===== config.mk =====
export PLATFORM = sky130hd
export DESIGN_NAME = alien_bomb_flat
export DESIGN_NICKNAME = d
export VERILOG_FILES = /design/src/rtl/alien_bomb_pkg.sv /design/src/rtl/alien_bomb_if.sv /design/src/rtl/timer_1us.sv /design/src/rtl/alien_bomb.sv /design/src/flat_wrapper.sv
export SDC_FILE = /design/constraint.sdc
export NUM_CORES = 1
export LEC_CHECK = 0
export CORE_MARGIN = 2
export CORE_UTILIZATION = 50
export DETAILED_ROUTE_END_ITERATION = 8
export GPL_TIMING_DRIVEN = 0
export MAX_ROUTING_LAYER = met4
export PLACE_DENSITY_LB_ADDON = 0.15
export SLEW_MARGIN = 10
export SYNTH_ARGS = -nofsm -noshare
export SYNTH_HDL_FRONTEND = slang
export SYNTH_SLANG_ARGS = --single-unit

===== constraint.sdc =====
create_clock -name clk_36MHz -period 3.75 [get_ports clk_36MHz]
set_clock_uncertainty 0.15 [all_clocks]
set_input_delay 0.75 -clock clk_36MHz [delete_from_list [all_inputs] [get_ports clk_36MHz]]
set_output_delay 0.75 -clock clk_36MHz [all_outputs]
set_load 0.005 [all_outputs]

===== src/rtl/alien_bomb_pkg.sv =====
// alien_bomb_pkg: shared game grid constants, launcher states and the column-select LFSR step
package alien_bomb_pkg;
  localparam int COL_W = 5;
  localparam int ROW_W = 4;
  localparam int NUM_COLS = 32;
  localparam int NUM_SLOTS = 2;
  localparam logic [ROW_W-1:0] SHIP_ROW_DEF = 4'd13;
  localparam logic [ROW_W-1:0] BOTTOM_ROW_DEF = 4'd14;
  localparam logic [ROW_W-1:0] OFF_ROW = 4'd15;
  typedef enum logic {COOLDOWN, SELECT} launch_state_t;
  function automatic logic [15:0] lfsr_next(input logic [15:0] s);
    return {s[14:0], s[15] ^ s[13] ^ s[12] ^ s[10]};
  endfunction
endpackage


===== src/rtl/alien_bomb_if.sv =====
// alien_bomb_if: game-state inputs and bomb-slot outputs of the alien bomb launcher
interface alien_bomb_if;
  import alien_bomb_pkg::*;
  logic enable;
  logic [NUM_COLS-1:0] column_alive;
  logic [ROW_W-1:0] formation_bottom_y;
  logic [COL_W-1:0] ship_x;
  logic bullet_flying;
  logic [COL_W-1:0] bullet_x;
  logic [ROW_W-1:0] bullet_y;
  logic bomb0_active, bomb1_active;
  logic [COL_W-1:0] bomb0_x, bomb1_x;
  logic [ROW_W-1:0] bomb0_y, bomb1_y;
  logic ship_hit, bullet_cancel;
  modport master (
    output enable, column_alive, formation_bottom_y, ship_x, bullet_flying, bullet_x, bullet_y,
    input bomb0_active, bomb0_x, bomb0_y, bomb1_active, bomb1_x, bomb1_y, ship_hit, bullet_cancel
  );
  modport slave (
    input enable, column_alive, formation_bottom_y, ship_x, bullet_flying, bullet_x, bullet_y,
    output bomb0_active, bomb0_x, bomb0_y, bomb1_active, bomb1_x, bomb1_y, ship_hit, bullet_cancel
  );
endinterface


===== src/rtl/timer_1us.sv =====
// timer_1us: one-cycle tick every CYCLES enabled clock cycles
module timer_1us #(
  parameter int CYCLES = 36
) (
  input  logic clk,
  input  logic rst,
  input  logic i_en,
  output logic o_tick
);
  localparam int W = CYCLES > 1 ? $clog2(CYCLES) : 1;
  logic [W-1:0] r_cnt;
  assign o_tick = i_en && r_cnt == W'(CYCLES - 1);
  always_ff @(posedge clk)
    if (rst) r_cnt <= '0;
    else if (i_en) r_cnt <= o_tick ? '0 : r_cnt + 1'b1;
endmodule


===== src/rtl/alien_bomb.sv =====
// alien_bomb: launches alien bombs into two slots, moves them per tick and resolves ship/bullet/bottom hits
module alien_bomb
  import alien_bomb_pkg::*;
#(
  parameter int TICK_CYCLES = 120000,
  parameter int COOLDOWN_TICKS = 8,
  parameter logic [ROW_W-1:0] SHIP_ROW = SHIP_ROW_DEF,
  parameter logic [ROW_W-1:0] BOTTOM_ROW = BOTTOM_ROW_DEF,
  parameter logic [15:0] LFSR_SEED = 16'hACE1
) (
  input logic clk_36MHz,
  input logic reset,
  alien_bomb_if.slave bus
);
  localparam int CD_W = COOLDOWN_TICKS > 0 ? $clog2(COOLDOWN_TICKS + 1) : 1;
  logic w_tick;
  logic [15:0] r_lfsr;
  logic [COL_W-1:0] w_cand;
  launch_state_t r_state, w_state_nx;
  logic [CD_W-1:0] r_cd, w_cd_nx;
  logic w_launch, w_slot_sel;
  logic [NUM_SLOTS-1:0] w_act, w_hit_ship, w_hit_bul, w_clear;
  logic [NUM_SLOTS*COL_W-1:0] w_x;
  logic [NUM_SLOTS*ROW_W-1:0] w_y;

  timer_1us #(.CYCLES(TICK_CYCLES)) u_tick (
    .clk(clk_36MHz), .rst(reset), .i_en(bus.enable), .o_tick(w_tick)
  );

  // LFSR free-runs regardless of enable so column choice stays unpredictable
  always_ff @(posedge clk_36MHz) r_lfsr <= reset ? LFSR_SEED : lfsr_next(r_lfsr);
  assign w_cand = r_lfsr[COL_W-1:0];
  assign w_slot_sel = w_act[0];
  assign w_launch = r_state == SELECT && bus.enable && bus.column_alive[w_cand] && !(&w_act)
                    && bus.formation_bottom_y < BOTTOM_ROW;

  always_ff @(posedge clk_36MHz) begin
    r_state <= reset ? COOLDOWN : w_state_nx;
    r_cd <= reset ? CD_W'(COOLDOWN_TICKS) : w_cd_nx;
  end

  always_comb begin
    w_state_nx = r_state;
    w_cd_nx = r_cd;
    if (r_state == COOLDOWN) begin
      if (r_cd == '0) w_state_nx = SELECT;
      else if (w_tick) w_cd_nx = r_cd - 1'b1;
    end else if (w_launch) begin
      w_state_nx = COOLDOWN;
      w_cd_nx = CD_W'(COOLDOWN_TICKS);
    end
  end

  for (genvar i = 0; i < NUM_SLOTS; i++) begin : g_slot
    logic r_act;
    logic [COL_W-1:0] r_x;
    logic [ROW_W-1:0] r_y;
    assign w_hit_ship[i] = r_act && r_y == SHIP_ROW && r_x == bus.ship_x;
    assign w_hit_bul[i] = r_act && !w_hit_ship[i] && bus.bullet_flying && r_x == bus.bullet_x
                          && (r_y == bus.bullet_y || {1'b0, r_y} + 1'b1 == {1'b0, bus.bullet_y});
    assign w_clear[i] = w_hit_ship[i] || w_hit_bul[i] || (r_act && r_y == BOTTOM_ROW);
    assign w_act[i] = r_act;
    assign w_x[i*COL_W +: COL_W] = r_x;
    assign w_y[i*ROW_W +: ROW_W] = r_y;
    always_ff @(posedge clk_36MHz)
      if (reset || w_clear[i]) begin
        r_act <= 1'b0;
        r_x <= '0;
        r_y <= OFF_ROW;
      end else if (w_launch && w_slot_sel == 1'(i)) begin
        r_act <= 1'b1;
        r_x <= w_cand;
        r_y <= bus.formation_bottom_y + 1'b1;
      end else if (r_act && w_tick) r_y <= r_y + 1'b1;
  end

  assign bus.bomb0_active = w_act[0];
  assign bus.bomb1_active = w_act[1];
  assign bus.bomb0_x = w_x[0 +: COL_W];
  assign bus.bomb1_x = w_x[COL_W +: COL_W];
  assign bus.bomb0_y = w_y[0 +: ROW_W];
  assign bus.bomb1_y = w_y[ROW_W +: ROW_W];
  assign bus.ship_hit = !reset && |w_hit_ship;
  assign bus.bullet_cancel = !reset && |w_hit_bul;
endmodule


===== src/flat_wrapper.sv =====
// flat-port wrapper written by rule: the top's interface ports become plain ports
module alien_bomb_flat import alien_bomb_pkg::*;
#(
  parameter int TICK_CYCLES = 120000,
  parameter int COOLDOWN_TICKS = 8,
  parameter logic [ROW_W-1:0] SHIP_ROW = SHIP_ROW_DEF,
  parameter logic [ROW_W-1:0] BOTTOM_ROW = BOTTOM_ROW_DEF,
  parameter logic [15:0] LFSR_SEED = 16'hACE1
)
  (clk_36MHz, reset, bus_enable, bus_column_alive, bus_formation_bottom_y, bus_ship_x, bus_bullet_flying, bus_bullet_x, bus_bullet_y, bus_bomb0_active, bus_bomb0_x, bus_bomb0_y, bus_bomb1_active, bus_bomb1_x, bus_bomb1_y, bus_ship_hit, bus_bullet_cancel);
  alien_bomb_if bus_i ();
  input logic clk_36MHz;
  input logic reset;
  input wire logic [$bits(bus_i.enable)-1:0] bus_enable;
  input wire logic [$bits(bus_i.column_alive)-1:0] bus_column_alive;
  input wire logic [$bits(bus_i.formation_bottom_y)-1:0] bus_formation_bottom_y;
  input wire logic [$bits(bus_i.ship_x)-1:0] bus_ship_x;
  input wire logic [$bits(bus_i.bullet_flying)-1:0] bus_bullet_flying;
  input wire logic [$bits(bus_i.bullet_x)-1:0] bus_bullet_x;
  input wire logic [$bits(bus_i.bullet_y)-1:0] bus_bullet_y;
  output wire logic [$bits(bus_i.bomb0_active)-1:0] bus_bomb0_active;
  output wire logic [$bits(bus_i.bomb0_x)-1:0] bus_bomb0_x;
  output wire logic [$bits(bus_i.bomb0_y)-1:0] bus_bomb0_y;
  output wire logic [$bits(bus_i.bomb1_active)-1:0] bus_bomb1_active;
  output wire logic [$bits(bus_i.bomb1_x)-1:0] bus_bomb1_x;
  output wire logic [$bits(bus_i.bomb1_y)-1:0] bus_bomb1_y;
  output wire logic [$bits(bus_i.ship_hit)-1:0] bus_ship_hit;
  output wire logic [$bits(bus_i.bullet_cancel)-1:0] bus_bullet_cancel;
  assign bus_i.enable = bus_enable;
  assign bus_i.column_alive = bus_column_alive;
  assign bus_i.formation_bottom_y = bus_formation_bottom_y;
  assign bus_i.ship_x = bus_ship_x;
  assign bus_i.bullet_flying = bus_bullet_flying;
  assign bus_i.bullet_x = bus_bullet_x;
  assign bus_i.bullet_y = bus_bullet_y;
  assign bus_bomb0_active = bus_i.bomb0_active;
  assign bus_bomb0_x = bus_i.bomb0_x;
  assign bus_bomb0_y = bus_i.bomb0_y;
  assign bus_bomb1_active = bus_i.bomb1_active;
  assign bus_bomb1_x = bus_i.bomb1_x;
  assign bus_bomb1_y = bus_i.bomb1_y;
  assign bus_ship_hit = bus_i.ship_hit;
  assign bus_bullet_cancel = bus_i.bullet_cancel;
  alien_bomb #(.TICK_CYCLES(TICK_CYCLES), .COOLDOWN_TICKS(COOLDOWN_TICKS), .SHIP_ROW(SHIP_ROW), .BOTTOM_ROW(BOTTOM_ROW), .LFSR_SEED(LFSR_SEED)) u_core (.clk_36MHz(clk_36MHz), .reset(reset), .bus(bus_i));
endmodule

# Word-level counts from Yosys, hierarchy flattened
# Index checks and enable logic that the tools add are counted.
dict set report word_totals {
  in_bits 54
  out_inout_bits 22
  register_bits 58
}
dict set report op_classes {
  mux 14
  n_eq_ne 15
  n_lt_le_gt_ge 2
  reduce_logical 45
  bitwise_logic 4
  addsub 7
}
# op count
set ops {}
lappend ops {{two-way mux 4 bit} 8}
lappend ops {{logical AND 1 bit} 25}
lappend ops {{== test 5 bit} 4}
lappend ops {{adder 17 x 1 -> 17 bit (second input constant)} 1}
lappend ops {{== test 17 bit (second input constant)} 1}
lappend ops {{two-way mux 17 bit} 1}
lappend ops {{== test 4 bit (second input constant)} 4}
lappend ops {{adder 4 x 1 -> 4 bit (second input constant)} 3}
lappend ops {{adder 4 x 1 -> 5 bit (second input constant)} 2}
lappend ops {{== test 5 x 4 -> 1 bit} 2}
lappend ops {{== test 4 bit} 2}
lappend ops {{logical OR 1 bit} 8}
lappend ops {{< comparator 5 x 6 -> 1 bit (second input constant)} 1}
lappend ops {{nonzero test 2 bit} 3}
lappend ops {{binary-select mux 1 bit (select 5 bit)} 1}
lappend ops {{zero test 1 bit} 4}
lappend ops {{zero test 4 bit} 1}
lappend ops {{< comparator 4 bit (second input constant)} 1}
lappend ops {{two-way mux 1 bit} 4}
lappend ops {{OR reduction 2 bit} 2}
lappend ops {{subtractor 4 x 1 -> 4 bit (second input constant)} 1}
lappend ops {{AND reduction 3 bit} 1}
lappend ops {{bitwise XOR 1 bit} 3}
lappend ops {{inequality test 2 x 1 -> 1 bit (second input constant)} 1}
lappend ops {{other kinds (3)} 3}

# Longest topological paths before layout
dict set report depth {
  word_depth 11
  depth_mapped 9
  mapped_depth_nobuf 8
}

# Hierarchy
# Synthesis repeated with hierarchy kept, for this count alone.
dict set report hier_totals {
  hier_cells 381
  hier_area_um2 3537.1
}
# module cells_per_inst instances area_each_um2
set by_module_without_submodules {}
lappend by_module_without_submodules {alien_bomb 288 1 2708.8}
lappend by_module_without_submodules {timer_1us 93 1 828.3}

# Worst setup path after synthesis
# OpenSTA, ideal clock, no wires.
dict set report synth_timing {
  kind {input-to-output}
  from {input bus_bullet_y[2]}
  to {output bus_bullet_cancel}
  path_buffers 1
  t_required_ns 2.850
  path_stages 7
  t_arrival_ns 1.956
  slack_ns 0.894
  path_cell_list {clkbuf_1 > or4bb_1 > o211ai_1 > nand3_1 > a21oi_1 > a22oi_1 > nor2_1}
}
dict set report synth_via {
  elab_chain_cells 5
  elab_cells_between_ends 10
}
# item line
set synth_lines {}
lappend synth_lines {{start: declaration} flat_wrapper.sv:20} ;# input wire logic [$bits(bus_i.bullet_y)-1:0] bus_bullet_y;
lappend synth_lines {{== test 5 x 4 -> 1 bit / == test 4 bit (equally long branches)} alien_bomb.sv:60} ;# && (r_y == bus.bullet_y || {1'b0, r_y} + 1'b1 == {1'b0, bus.bullet_y});
lappend synth_lines {{logical OR 1 bit} alien_bomb.sv:60}
lappend synth_lines {{logical AND 1 bit} alien_bomb.sv:60}
lappend synth_lines {{OR reduction 2 bit (*)} alien_bomb.sv:84} ;# assign bus.bullet_cancel = !reset && |w_hit_bul;
lappend synth_lines {{logical AND 1 bit (*)} alien_bomb.sv:84}
lappend synth_lines {{end: declaration} flat_wrapper.sv:28} ;# output wire logic [$bits(bus_i.bullet_cancel)-1:0] bus_bullet_cancel;
# Every way passes the cells marked *; elsewhere a longest branch is shown, timed or not.

# Worst setup path in the final report
dict set report layout_timing {
  from {input bus_ship_x[4]}
  to {output bus_ship_hit}
}
dict set report layout_via {
  elab_chain_cells 4
  elab_cells_between_ends 6
}
# item line
set layout_lines {}
lappend layout_lines {{start: declaration} flat_wrapper.sv:17} ;# input wire logic [$bits(bus_i.ship_x)-1:0] bus_ship_x;
lappend layout_lines {{== test 5 bit} alien_bomb.sv:58} ;# assign w_hit_ship[i] = r_act && r_y == SHIP_ROW && r_x == bus.ship_x;
lappend layout_lines {{logical AND 1 bit} alien_bomb.sv:58}
lappend layout_lines {{OR reduction 2 bit (*)} alien_bomb.sv:83} ;# assign bus.ship_hit = !reset && |w_hit_ship;
lappend layout_lines {{logical AND 1 bit (*)} alien_bomb.sv:83}
lappend layout_lines {{end: declaration} flat_wrapper.sv:27} ;# output wire logic [$bits(bus_i.ship_hit)-1:0] bus_ship_hit;
# Marks and branches as above.

==> summary.txt <==
Status
  • Status: finished clean

Critical path
  • Type of origin of the critical path: primary input
  • CP Data Arrival Time: between 2 and 3 ns
  • Crit path launch: bus_ship_x[4]
  • RR Startpoint: u_core.u_tick.r_cnt[9]
  • Register-to-register setup slack: between 1 and 1.5 ns
  • Crit path max-delay cell type: clkdlybuf4s50_1
  • WP data required: roughly 2.9 ns
  • Reg2reg end: u_core.r_cd[3]
  • Most common cell on crit path: clkdlybuf4s50_1
  • Type of the worst setup path: primary input to primary output
  • Max FO, Critical Path: 3
  • CP max stage delay: about 0.53 ns
  • Worst r2r path cells: 6
  • Crit path capture type: primary output
  • Crit-path cells: clkdlybuf4s50_1 > xnor2_1 > nand4_1 > or4_1 > a21oi_1 > clkdlybuf4s50_1

Floorplan
  • Die area: 7399 sq um
  • Die span in y: about 86 um
  • Total I/O pin count: 76
  • Row count: 29
  • Die X: between 80 and 90 um
  • Core Region: about 6400 sq um
  • Initial Utilization: 0.5237

Placed design
  • I/O Buffers: 73
  • Post-DP HPWL: 6082 um
  • Routability cong.: roughly 0.85
  • Post-DP Area: 4190 sq um
  • Setup slack at placement: approximately 0.011 ns
  • Inst Count DP: 514

Power and ir drop
  • Power Total: between 1 and 1.5 mW
  • Peak supply drop: about 0.32 mV
  • Gate power share: 0.134
  • NetSw: about 330 uW
  • Switching share of power: 0.2337
  • Pwr Density: approximately 320 nW/um^2
  • Clock power frac: 0.415
  • Internal: between 1 and 1.5 mW
  • Leakage: 1.822 nW
  • Register share of total power: 0.451

STA
  • Final setup fails: 0
  • Final hold viol count: 0
  • Period utilisation layout: 0.9427
  • Setup WS post-layout: 0.2150 ns
  • Slew HR: 0.3408
  • Fmax: about 0.28 GHz
  • Final Max Tran Viols: 0
  • RSZ-0062 raised after global routing: false
  • Final Critical Period: roughly 3.5 ns
  • Least-Margin Pin Slew: 0.9751 ns

Routing
  • Drt via density: about 5.4
  • WL/cell: approximately 15 um
  • DRT Pass-1 Iters: 5
  • Initial drt markers: ~120
  • Final WL: ~8000 um
  • # DRC: 0
  • Antenna-violating nets left: 0
  • DR vias: between 2000 and 3000

Synth
  • Sequential area share after synthesis: 0.3452
  • Most common cell in the synthesized netlist: dfxtp_1
  • Commonest cells post-synth: dfxtp_1 (58), nor2_1 (39), xnor2_1 (30)
  • Distinct cell type count after synthesis: 49
  • Top-area cell type share of the netlist area: 0.3452
  • Mean post-synth cell area: 9.240 sq um
  • FF+latch count, synth: slightly below 60
  • Syn Inst Count: 364
  • Cell Area, Synth: approximately 3400 sq um
  • Syn nets: roughly 430
  • Ranking of synthesized cells by area: dfxtp_1 (35%), mux2i_1 (8.6%), xnor2_1 (7.8%), xor2_1 (7.3%), nor2_1 (4.4%)
  • Post-synth EDFFs: 0
  • Synth Flop Type: dfxtp_1
  • Ys async rst share: 0
  • Synth warn: 0
  • Yosys top cell by area: dfxtp_1

Final layout
  • Layout cells sized above 1: 0.1035
  • Util after Layout: 0.6883
  • Final instance area: between 4000 and 5000 sq um
  • Diode count: 0
  • Fin nets: approximately 510
  • Synthesis-to-layout area growth: 31.44%
  • Finished Layout Cells: 531

Clock network
  • H-tree level count: 3
  • Clock Path Buffers: 2
  • CTS Sinks: just under 60
  • CTS Buf Count: 9
  • Worst-Skew Late Latency: roughly 0.34 ns
  • Clock Pin Slew Worst Setup and Hold Paths: about 0.060 ns
  • Hold-fix buffers, CTS: 0
  • TritonCTS clock tree: done
  • Clk root buf: clkbuf_8

Worst hold path
  • Worst hold start: u_core.r_lfsr[9]
  • Hold Path Stages: 1
  • Worst min path class: flop to flop
  • Worst hold path endpoint: u_core.r_lfsr[10]

Run
  • Max_cap viols: 0

Global route
  • GRT overflow: 0
  • Largest net degree at the start of global routing: 11
  • First-pass GRT wire length: approximately 13000 um
  • Initial antenna violation count: 0
  • Global-route usage over all layers: 0.2356
  • Vias in the first global route: a little under 3000
registers in the layout, summed over array words and instances (netlist names):
signal	flops
u_core.bus.bomb0_y	4
u_core.r_cd	4
u_core.r_state	1
u_core.bus.bomb1_x	5
u_core.bus.bomb0_active	1
u_core.bus.bomb1_active	1
u_core.u_tick.r_cnt	17
u_core.bus.bomb1_y	4
u_core.bus.bomb0_x	5
u_core.r_lfsr	16
power by group through the flow:
stage               registers (mW)  clock network (mW)  logic, mW
CTS                          0.636               0.597      0.191
detailed placement           0.650                   0      0.191
floorplan                    0.649                   0      0.109
global placement             0.650                   0      0.187
finish                       0.636               0.586      0.189
global route                 0.638               0.624      0.206
critical path: cells and delay by family:
family,cells,cell delay (ns)
and+or+nand+nor,2,0.56
buffers and inverters,2,1.04
AOI/OAI and AO/OA,1,0.15
xor gates and xnor gates,1,0.13
cells in the final DEF (no fill, tap or decap), drive strengths merged, types with 2 or more instances in the layout:
master         count
nand4             11
or2               13
xnor2             30
buf                6
xor2              28
nand2b             6
dfxtp             58
clkbuf            20
nor3               4
ha                10
and3               4
o21ai              3
nor4               4
inv               15
a22oi              2
and2               2
o2111ai            3
a21oi             12
nand4bb            3
nor2b              8
nor3b              2
mux2               3
nor2              39
mux2i             29
clkinv             3
o211ai             3
nand2             16
clkdlybuf4s50     72
nand3             19
nand3b             5
mux4               5
logic make-up (layout without fill, tap and decap cells):
group / Yosys count / in the layout / share of synthesized area
XOR/XNOR: 58 / 58 / 0.1510
adder cells (fa/ha/maj): 10 / 10 / 0.03720
AND/OR/NAND/NOR: 142 / 142 / 0.2269
flip-flops: 58 / 58 / 0.3452
AO/OA/AOI/OAI: 30 / 30 / 0.06474
multiplexers: 37 / 37 / 0.1321
buffers and inverters: 29 / 119 / 0.04278
metal layers:
layer,track usage,share of wire
met3,0.04909,0.048
met5,-,0
met2,0.3897,0.50
met4,0.08802,0.018
met1,0.2817,0.43
what timing repair did:
item,4_1_cts,5_1_grt
hold endpoints to repair,0,0
setup endpoints to repair,1,1
buffers inserted,0,1
pin swaps,0,2
resized for setup,1,4
stage by stage:
stage / setup TNS (ns) / hold slack (ns)
after CTS: 0 / 0.2630
after global placement: -0.01426 / 0.2427
after floorplan: 0 / 0.2395
final: 0 / 0.2611
after detailed placement: 0 / 0.2475
after global routing: 0 / 0.2767
cell type report:
| type | instances | area, sq um |
|---|---|---|
| Clock buffer | 11 | 151.4 |
| Multi-Input combinational cell | 277 | 2074 |
| Timing Repair Buffer | 74 | 740.7 |
| Buffer | 14 | 87.58 |
| Inverter | 15 | 56.30 |
| Clock inverter | 5 | 52.55 |
| Sequential cell | 58 | 1161 |
| Fill cell | 520 | 2002 |
| Tap cell | 77 | 96.34 |
how the worst max path moves through the flow:
stage | slack (ns) | end
CTS | 0.08 | bus_bullet_cancel
detailed placement | 0.01 | bus_bullet_cancel
floorplan | 0.89 | bus_bullet_cancel
global placement | -0.01 | bus_bullet_cancel
finish | 0.21 | bus_ship_hit
global route | 0.12 | bus_ship_hit
Note: power is estimated with default switching activity, not from simulation.
